## src/rtl/regfile_pkg.sv

```systemverilog
// rtl/regfile_pkg.sv - shared types and constants for the parametrised register file
package regfile_pkg;

    typedef enum logic {
        SWEEP = 1'b0,
        IDLE  = 1'b1
    } state_t;

    localparam int DEFAULT_WIDTH = 32;
    localparam int DEFAULT_DEPTH = 16;
    localparam int BA_ZERO_SEL   = 0;

endpackage

```

## src/rtl/regfile_sweep_ctrl.sv

```systemverilog
// rtl/regfile_sweep_ctrl.sv - post-reset clear sweep: walks every entry once through the write port
module regfile_sweep_ctrl
    import regfile_pkg::*;
#(
    parameter int DEPTH = DEFAULT_DEPTH,
    parameter int AW    = $clog2(DEPTH)
) (
    input  logic          clk,
    input  logic          clr,
    output logic          sweep_we,
    output logic [AW-1:0] sweep_addr,
    output logic          ready
);

    localparam logic [AW-1:0] LAST = AW'(DEPTH - 1);

    state_t        state;
    logic [AW-1:0] idx;

    always_ff @(posedge clk) begin
        if (clr) begin
            state <= SWEEP;
            idx   <= '0;
            ready <= 1'b0;
        end else if (state == SWEEP) begin
            if (idx == LAST) begin
                state <= IDLE;
                idx   <= '0;
                ready <= 1'b1;
            end else begin
                idx <= idx + 1'b1;
            end
        end
    end

    // A reset edge must leave the array untouched, so the clear write is masked by clr.
    assign sweep_we   = (state == SWEEP) && !clr;
    assign sweep_addr = idx;

endmodule

```

## src/rtl/regfile_nx_w.sv

```systemverilog
// rtl/regfile_nx_w.sv - WIDTH x DEPTH register file, one write port, two registered read ports with bypass
module regfile_nx_w
    import regfile_pkg::*;
#(
    parameter int WIDTH   = DEFAULT_WIDTH,
    parameter int DEPTH   = DEFAULT_DEPTH,
    parameter int AW      = $clog2(DEPTH),
    parameter int BA_GATE = 1
) (
    input  logic             in_clk,
    input  logic             in_clr,
    input  logic [WIDTH-1:0] in_Cdata,
    input  logic [AW-1:0]    in_Cselect,
    input  logic             in_write,
    input  logic [AW-1:0]    in_Aselect,
    input  logic [AW-1:0]    in_Bselect,
    input  logic             in_read,
    input  logic             in_BAout,
    output logic [WIDTH-1:0] out_Adata,
    output logic [WIDTH-1:0] out_Bdata,
    output logic             out_valid,
    output logic             out_ready
);

    localparam logic [AW:0] DEPTH_LIM = (AW + 1)'(DEPTH);

    logic [WIDTH-1:0] mem [DEPTH];
    logic             sweep_we;
    logic [AW-1:0]    sweep_addr;
    logic             ready;
    logic             c_ok;
    logic             a_in, b_in, a_gate;
    logic [WIDTH-1:0] a_next, b_next;

    regfile_sweep_ctrl #(.DEPTH(DEPTH), .AW(AW)) u_sweep (
        .clk        (in_clk),
        .clr        (in_clr),
        .sweep_we   (sweep_we),
        .sweep_addr (sweep_addr),
        .ready      (ready)
    );

    assign c_ok   = ready && !in_clr && in_write && ({1'b0, in_Cselect} < DEPTH_LIM);
    assign a_in   = {1'b0, in_Aselect} < DEPTH_LIM;
    assign b_in   = {1'b0, in_Bselect} < DEPTH_LIM;
    assign a_gate = (BA_GATE != 0) && in_BAout && (in_Aselect == AW'(BA_ZERO_SEL));

    always_ff @(posedge in_clk) begin
        if (sweep_we) begin
            mem[sweep_addr] <= '0;
        end else if (c_ok) begin
            mem[in_Cselect] <= in_Cdata;
        end
    end

    // Write-first bypass; the base-address gate wins over it on port A.
    always_comb begin
        a_next = '0;
        b_next = '0;
        if (a_in && !a_gate) begin
            a_next = (c_ok && in_Aselect == in_Cselect) ? in_Cdata : mem[in_Aselect];
        end
        if (b_in) begin
            b_next = (c_ok && in_Bselect == in_Cselect) ? in_Cdata : mem[in_Bselect];
        end
    end

    always_ff @(posedge in_clk) begin
        if (in_clr) begin
            out_Adata <= '0;
            out_Bdata <= '0;
            out_valid <= 1'b0;
        end else if (ready && in_read) begin
            out_Adata <= a_next;
            out_Bdata <= b_next;
            out_valid <= 1'b1;
        end else begin
            out_valid <= 1'b0;
        end
    end

    assign out_ready = ready;

endmodule

```

## config.mk

```make
export PLATFORM = sky130hd
export DESIGN_NAME = regfile_nx_w
export DESIGN_NICKNAME = d
export VERILOG_FILES = /design/src/rtl/regfile_pkg.sv /design/src/rtl/regfile_sweep_ctrl.sv /design/src/rtl/regfile_nx_w.sv
export SDC_FILE = /design/constraint.sdc
export NUM_CORES = 1
export LEC_CHECK = 0
export BUFFER_PORTS_ARGS = -buffer_cell sky130_fd_sc_hd__buf_2
export CAP_MARGIN = 20
export CORE_MARGIN = 2
export CORE_UTILIZATION = 35
export DETAILED_ROUTE_END_ITERATION = 6
export GPL_ROUTABILITY_DRIVEN = 0
export HOLD_SLACK_MARGIN = 0.15
export SYNTH_ARGS = -nofsm -noshare
export SYNTH_HDL_FRONTEND = slang
export SYNTH_HIERARCHICAL = 1
export SYNTH_SLANG_ARGS = --single-unit
```

## constraint.sdc

```tcl
create_clock -name in_clk -period 6.54 [get_ports in_clk]
set_clock_uncertainty 0.15 [all_clocks]
set_input_delay 0.327 -clock in_clk [delete_from_list [all_inputs] [get_ports in_clk]]
set_output_delay 0.327 -clock in_clk [all_outputs]
set_load 0.01 [all_outputs]
```

======== After elaboration in Yosys (flattened, before gate mapping) ========
Memory sizes are Yosys's and may differ from the RTL's.
Index checks and enable logic that the tools add are counted.
cells by class
  add/subtract/negate cells ............... 1
  equality and inequality tests ........... 3
  muxes and demuxes ....................... 15
  bitwise gates (word level) .............. 1
  reductions and logical operators ........ 11
operators by type and width
  operator                                      number
  2-to-1 mux 32 bit                             4
  OR reduction 32 bit                           1
  2-to-1 mux 1 bit                              9
  == test 4 bit                                 2
  2-to-1 mux 4 bit                              2
  logical AND 1 bit                             7
  adder 4 x 1 -> 4 bit (second input constant)  1
  == test 4 bit (second input constant)         1
  zero test 4 bit                               1
  AND reduction 2 bit                           1
  zero test 1 bit                               1
  NOT 1 bit                                     1
storage, ports and cells
  bits in registers ....................... 71
  RAM bits ................................ 512
  bits of input ports ..................... 49
  output and inout port bits .............. 66
  word-level logic and storage cells ...... 38
  memories ................................ 1
memories
  name  depth  width  rd ports  clocked after memory_dff  write ports  line                source
  mem   16     32     2         0                         1            regfile_nx_w.sv:27  logic [WIDTH-1:0] mem [DEPTH];

======== Longest topological paths before layout ========
Gate-level depths: netlist of run 1.
  word-level depth ........................ 8
  gate-level depth with buffers ........... 9
  gate-level depth less buffers ........... 5

======== Hierarchy ========
Netlist of run 1, hierarchy kept.
by module, submodules not included
  module              times used  cells each  area an instance (um^2)
  regfile_nx_w        1           1,507       25,872.3
  regfile_sweep_ctrl  1           26          250.2

======== Worst setup path before layout of run 1 ========
No wires, ideal clock.
  path kind ............................... flip-flop to flip-flop
  start ................................... reg u_sweep.state
  end ..................................... mem mem[12][0] (netlist name), enable pin
  library setup time ...................... 0.421 ns
  arrival ................................. 2.676 ns
  required time ........................... 5.969 ns
  setup slack ............................. 3.293 ns
  cell stages (with the launch flop) ...... 7
  cells stage by stage .................... dfxtp_1 -> nor2_1 -> clkbuf_1 -> nor2_1 -> clkbuf_1 -> a31oi_1 -> nor2_1
between the ends
  cells in the longest elaborated chain, start to end .. 6
RTL lines
  element                                                                line                      source
  from (decl)                                                            regfile_sweep_ctrl.sv:17  state_t state;
  from (signal assigned)                                                 regfile_sweep_ctrl.sv:22  state <= SWEEP;
  from (signal assigned)                                                 regfile_sweep_ctrl.sv:27  state <= IDLE;
  NOT 1 bit (*)                                                          regfile_sweep_ctrl.sv:37  assign sweep_we = (state == SWEEP) && !clr;
  logical AND 1 bit (*)                                                  regfile_sweep_ctrl.sv:37
  via sweep_we                                                           regfile_nx_w.sv:28        logic sweep_we;
  2-to-1 mux 1 bit                                                       regfile_nx_w.sv:49        if (sweep_we) begin
  2-to-1 mux 1 bit (not written as such)                                 regfile_nx_w.sv:52        mem[in_Cselect] <= in_Cdata;
  OR reduction 32 bit (no source line)                                   -
  2-to-1 mux 4 bit (no source line) or 2-to-1 mux 1 bit (tied branches)  -
  to (decl)                                                              regfile_nx_w.sv:27
The timed path passes the listed nets; every way through them passes the cells marked *.

======== Worst setup path in the final report of run 1 ========
  start ................................... in in_clr
  end ..................................... mem mem[2][22] (netlist name), enable pin
between the ends
  cells in the longest elaborated chain, start to end .. 8
RTL lines
  element                                                                line                                          source
  from (decl)                                                            regfile_nx_w.sv:11                            input logic in_clr,
  zero test 1 bit (*)                                                    regfile_sweep_ctrl.sv:37, regfile_nx_w.sv:43
  logical AND 1 bit (2 in series)                                        regfile_nx_w.sv:43                            assign c_ok = ready && !in_clr && in_write && ({1'b0, in_Cselect} < DEPTH_LIM);
  2-to-1 mux 1 bit                                                       regfile_nx_w.sv:51                            end else if (c_ok) begin
  2-to-1 mux 1 bit                                                       regfile_nx_w.sv:49
  2-to-1 mux 1 bit (not written as such)                                 regfile_nx_w.sv:52
  OR reduction 32 bit (no source line)                                   -
  2-to-1 mux 4 bit (no source line) or 2-to-1 mux 1 bit (tied branches)  -
Mark *: on every way between the ends. The rest lies on a longest branch, timed or not.

==> summary.md, run 1 <==
| Metric | Value |
|---|---|
| Die Area | `76800 um2` |
| CTS root buf | `clkbuf_16` |
| EDFF count, synth | `512` |
| Worst Path Arrival | `4090 ps` |
| Clk Latency, worst-skew pair | `620 ps` |
| GRT overflow | `0` |
| CTS clk-pin slew, worst paths | `60 ps` |
| Yosys cell types | `41` |
| Max cap viols | `0` |
| P_leak | `10.8 nW` |
| Status | `completed` |
| Worst Setup End Kind | `register` |
| Drt drc | `0` |
| Antenna violations before repair | `3` |
| Initial DRT Pass Iterations | `6` |
| CP startpoint kind | `input pin` |
| Worst setup margin | `2650 ps` |
| Clock Tree Buf Depth | `3` |
| CTS tree | `yes` |
| Final worst-path cycle share | `0.596` |
| Post-synthesis register bit count | `583` |
| Ports | `115` |
| H-tree levels | `3` |
| Top_reg_cell synth | `edfxtp_1` |
| Fin. max-slew vios | `0` |
| Vias in the first global route | `16600` |
| Initial core utilization | `0.352` |
| YS warnings | `6` |
| Final core occ | `0.411` |
| Ranking of synthesized cells by area | `edfxtp_1 59%, mux4_2 17%, dfxtp_1 5.4%` |
| Antenna Violating Nets Remaining | `0` |
| Net count, final | `1715` |
| Total routed wirelength | `78700 um` |
| Drt initial violations | `1623` |
| Total CTS buffers | `66` |
| Power Dens Cells | `276 nW/um2` |
| Register area share after synthesis | `0.643` |
| Layout area overhead | `16.7%` |
| Syn Nets | `1583` |
| Tmin final | `3890 ps` |
| Synth top area share | `0.589` |
| RSZ-0062 raised after global routing | `no` |
| Syn_area_per_cell | `17.0 um2` |
| CP max FO | `23` |
| Hold path depth | `2` |
| Drt wl/cell | `29.3 um` |
| Synth async-reset ratio | `0` |
| Core area | `74200 um2` |
| Row count | `100` |
| Reg2Reg Depth | `7` |
| Die Ht | `277 um` |
| Die Width | `277 um` |
| Post-DP HPWL | `45200 um` |
| Ant. Diodes | `0` |
| Synthesized instance count | `1533` |
| WS Path Type | `in2reg` |
| Post-synthesis cell area | `26100 um2` |
| Fillers | `6573` |
| Worst Tran Pin Value | `1100 ps` |
| WP data required | `6740 ps` |
| Max_slew headroom | `0.263` |
| Setup TNS | `0 ps` |
| First-pass GRT wire length | `115000 um` |
| DP Area | `27800 um2` |
| Hold Crit Class | `reg2reg` |
| Layout cells sized above 1 | `0.284` |
| VDD IR-drop max | `0.189 mV` |
| Final setup violation count | `0` |
| Worst slack, placed | `2570 ps` |
| Yosys top cell by area | `edfxtp_1` |
| DR vias/cell | `5.95` |
| IO Port Bufs | `114` |
| Fin. Hold Viols | `0` |
| GRT Resource Usage Total | `0.204` |
| Final design instance area without fill | `30500 um2` |
| Maximum clock frequency | `257 MHz` |
| Total vias in the final route | `16000` |
| Pin count of the biggest net entering global routing | `100` |
| Clock sink count | `583` |
-- final timing paths --
| path | start | slack, ps | to |
|---|---|---|---|
| worst min register to register | out_Adata[24] | 290 | out_Adata[24] |
| worst max-delay path | in_clr | 2650 | mem[2][22] |
| worst min-delay path | out_Adata[24] | 290 | out_Adata[24] |
| worst max register to register | u_sweep/ready | 2670 | mem[2][22] |
-- where the power goes --
| part | switching (mW) | leakage [nW] | internal, mW |
|---|---|---|---|
| Combinational | 0.282 | 3.61 | 0.180 |
| Clock | 1.58 | 1.11 | 2.32 |
| Sequential | 0.0209 | 6.11 | 4.03 |
| Total | 1.88 | 10.8 | 6.54 |
-- layout make-up --
class                           count  area, um2  area share
Clock buffer                       74       1720      0.0565
Clock inverter                     45        581      0.0190
Inverter                            5       18.8    0.000616
Multi-Input combinational cell    821       8890       0.292
Sequential cell                   583      16800       0.551
Tap cell                          969       1210      0.0398
Timing Repair Buffer              188       1270      0.0416
-- worst max-delay path: stages --
cell and delay, ps:
dlygate4sd3_1 530, buf_2 190, nand3b_1 400, nor2_4 600, buf_4 450, nor3b_1 100
a31oi_1 700, nor2_4 410, buf_4 350
-- logic make-up after synthesis --
group | Yosys count | share of synthesized area
xor+xnor | 9 | 0.00302
mux | 322 | 0.215
flops | 583 | 0.643
buf+inv | 129 | 0.0245
simple gates | 186 | 0.0365
compound gates | 303 | 0.0771
fa+ha+maj | 1 | 0.000479
-- synth_stat cells (5+ instances only) --
library cell	n
edfxtp_1	512
mux4_2	192
mux2i_1	130
dfxtp_1	71
clkbuf_1	69
nand2_1	67
a22oi_1	64
o22ai_1	64
a21oi_1	36
and2_1	34
o21ai_0	34
a211oi_1	32
a221o_1	32
and3_1	32
o21ai_1	32
nor2_1	27
buf_4	21
buf_2	20
a31oi_1	7
buf_1	7
buf_6	7
xnor2_1	7
inv_1	5
-- state kept, by name, indices dropped and copies added (netlist names) --
signal and cells:
out_valid 1, u_sweep/sweep_addr 4, mem 512, u_sweep/state 1, out_Adata 32, out_Bdata 32
u_sweep/ready 1
-- layout by cell type (no fill, tap or decap), drive strengths merged, types with 32 or more instances in the layout --
cell,synthesis,routed
dlygate4sd3,0,34
edfxtp,512,512
o21ai,66,66
a22oi,64,64
dfxtp,71,71
and3,32,32
nand2,67,67
a221o,32,32
buf,55,153
mux2i,130,130
a21oi,36,36
clkbuf,69,75
o22ai,64,64
mux4,192,192
a211oi,32,32
and2,34,34
-- stage by stage --
step / power [mW] / hold WS [ps] / cells
global route: 8.67 / 311 / 2685
floorplan: 4.42 / 246 / 1533
CTS: 8.48 / 298 / 2684
detailed placement: 4.57 / 289 / 2531
global placement: 4.57 / 284 / 2531
finish: 8.42 / 295 / 2685
-- repair_timing --
action | 4_1_cts | 5_1_grt
gates resized for setup | 0 | 0
hold buffers | 34 | 0
endpoints found under the hold margin | 71 | 0
buffers inserted | 0 | 0
-- per-layer routing --
metal | vias to the layer above | global-route usage | routed length (um)
met5 | - | 0 | 13
met4 | 2 | 0.0757 | 2480
met3 | 169 | 0.0366 | 5840
met2 | 778 | 0.347 | 39500
met1 | 8374 | 0.260 | 30900
li1 | 6657 | - | -
No activity file was read; power rests on OpenSTA's default activity.
==> inputs of run 2 (changes only) <==
Clock period 6.54 ns to 4.05 ns, I/O delays scaled along.
==> run 2 against run 1 <==
Compared with the run above:
- power is 54% higher
- core utilization is 0.057 points lower
- register-to-register slack worse by 2000 ps
- design area is 0.14% lower
- sequential power is 62% higher
- global-route usage is 0.87 points lower
- non-clock buffer count is 21 higher
- routed wire length is 4.0% lower
- die area stayed put
- worst hold slack worse by 96 ps
- flip-flop and latch count stayed put
==> summary.md, run 2 (synthesis gave the netlist of run 1 again) <==
| Metric | Value |
|---|---|
| Worst slack, placed | `695 ps (-1870 ps)` |
| Tmin final | `3350 ps` |
| RSZ-0062 raised after global routing | `no` |
| Final worst-path cycle share | `0.828` |
| Layout area overhead | `16.6%` |
| PostCTS Resize Cnt | `0 (unchanged)` |
| Antenna Violating Nets Remaining | `0 (unchanged)` |
| Biggest register | `mem` |
| Die Ht | `277 um (unchanged)` |
| CTS tree | `yes` |
| Vias in the first global route | `16600 (-0.036%)` |
| Reg2Reg Depth | `7 (unchanged)` |
| Worst Tran Pin Value | `1130 ps (+26.1 ps)` |
| Drt initial violations | `1483 (-8.6%)` |
| WP data required | `4200 ps (-2540 ps)` |
| H-tree levels | `2 (-1)` |
| First-pass GRT wire length | `111000 um (-3.3%)` |
| Power Total | `12.9 mW (+54%)` |
| WS Path Type | `reg2reg` |
| Fin. Hold Viols | `0 (unchanged)` |
| Drt wl/cell | `27.9 um (-4.6%)` |
| CP startpoint | `u_sweep/ready` |
| CTS clk-pin slew, worst paths | `60 ps (about the same)` |
| VDD IR-drop max | `0.314 mV (+67%)` |
| Layout cells sized above 1 | `0.282 (-0.00221)` |
| Post-DP HPWL | `46100 um (+2.0%)` |
| Max cap viols | `0 (unchanged)` |
| Pin count of the biggest net entering global routing | `129 (+29%)` |
| Ant. Diodes | `0 (unchanged)` |
| CTS root buf | `clkbuf_16` |
| DR vias/cell | `5.90 (-0.88%)` |
| Initial DRT Pass Iterations | `6 (unchanged)` |
| Drt drc | `0 (unchanged)` |
| Cells after DPL | `2551 (+0.79%)` |
| Reg2reg start | `u_sweep/ready` |
| Hold WS | `199 ps (-96.0 ps)` |
| Worst Path Arrival | `3510 ps (-580 ps)` |
| Clk Latency, worst-skew pair | `630 ps (about the same)` |
| Ports | `115 (unchanged)` |
| P_leak | `10.8 nW (about the same)` |
| Core area | `74200 um2 (unchanged)` |
| Power Dens Cells | `425 nW/um2 (+54%)` |
| Worst-path cell chain | `nand3b_1 > nor2_4 > buf_4 > a31oi_1 > buf_4 > nor2_4 > buf_4` |
| GRT Resource Usage Total | `0.195 (-0.00871)` |
| Maximum clock frequency | `298 MHz` |
| Cell Count, Final, Fillers Out | `2702 (+0.63%)` |
| Total routed wirelength | `75500 um (-4.0%)` |
| Most common cell after layout, fill and taps aside | `edfxtp_1` |
| Row count | `100 (unchanged)` |
| Hold Crit Class | `in2reg` |
| Die Area | `76800 um2 (unchanged)` |
| Hold path depth | `4 (+2)` |
| HP Start | `in_Cselect[0]` |
| Leading registers by flop count | `mem: 512 flops, out_Adata: 32 flops, out_Bdata: 32 flops` |
| CP max FO | `25 (+8.7%)` |
| Initial core utilization | `0.352 (unchanged)` |
| Fin. max-slew vios | `0 (unchanged)` |
| Total CTS buffers | `61 (-7.6%)` |
| Worst path max stage delay | `540 ps (-160 ps)` |
| Total vias in the final route | `15900 (-0.26%)` |
| GRT overflow | `0 (unchanged)` |
| Clock sink count | `583 (unchanged)` |
| CP startpoint kind | `register` |
| Worst Setup End Kind | `register` |
| Slowest-stage cell, CP | `nor2_4` |
| Status | `completed` |
| Most frequent cells in the layout | `512 x edfxtp_1, 192 x mux4_2, 130 x mux2i_1` |
| Final setup violation count | `0 (unchanged)` |
| Net count, final | `1731 (+0.93%)` |
| IO Port Bufs | `114 (unchanged)` |
| Antenna violations before repair | `1 (-2)` |
| Number of flip-flops in the largest register | `512 (unchanged)` |
| Worst setup margin | `696 ps (-1950 ps)` |
| Crit path top cell by count | `buf_4` |
| Die Width | `277 um (unchanged)` |
| Setup TNS | `0 ps (unchanged)` |
| Clock Tree Buf Depth | `3 (unchanged)` |
| Max_slew headroom | `0.245 (-0.0175)` |
[run 2: changes by cell type in the layout (fill, tap and decap cells not counted), moves of 3 or more]
cell,delta
buf_12,+9
buf_4,+11
clkbuf_1,+3
clkbuf_16,-5
clkbuf_8,-4
clkinv_1,+11
clkinv_8,-5
clkinvlp_4,-5
inv_6,+4
[run 2: cell type report]
| cell class | count | area [um2] |
|---|---|---|
| tap | 969 | 1210 |
| clock buffer | 68 | 1550 |
| timing repair buffer | 209 | 1520 |
| multi-input combinational | 821 | 8890 |
| clock inverter | 47 | 452 |
| fill | 6593 | 43700 |
| sequential | 583 | 16800 |
| inverter | 5 | 18.8 |
[run 2: worst max-delay path, delay by kind of cell, from the launching register on]
kind	cells	cell delay, ps
AND/OR/NAND/NOR	3	1220
flip-flops	1	460
buffers and inverters	3	1040
AO/OA/AOI/OAI	1	140
[run 2: routing by layer]
layer | GRT usage | vias to the layer above | share of wire
met5 | 0 | - | 0
met4 | 0.0812 | 0 | 0.037
met3 | 0.0302 | 156 | 0.067
met2 | 0.329 | 696 | 0.50
met1 | 0.251 | 8403 | 0.40
li1 | - | 6684 | -
[run 2: metrics by stage]
stage                     cell area (um2)  utilization
final                               30400        0.410
after global routing                30400        0.410
after CTS                           30400        0.410
after detailed placement            28100        0.378
after global placement              28100        0.378
after floorplan                     26100            -
[run 2: repair_timing]
action | 4_1_cts | 5_1_grt
endpoints found under the hold margin | 583 | 0
setup buffers | 0 | 0
hold buffers | 36 | 0
[run 2: worst paths after layout]
kind	endpoint	slack, ps
worst min register to register	out_Adata[23]	290
worst min-delay path	mem[15][29]	200
worst max-delay path	mem[15][9]	700
worst max register to register	mem[15][9]	700
[run 2: power breakdown]
group | switching (mW) | internal, mW
Clock | 2.38 | 3.27
Combinational | 0.446 | 0.305
Sequential | 0.0344 | 6.51
Total | 2.87 | 10.1
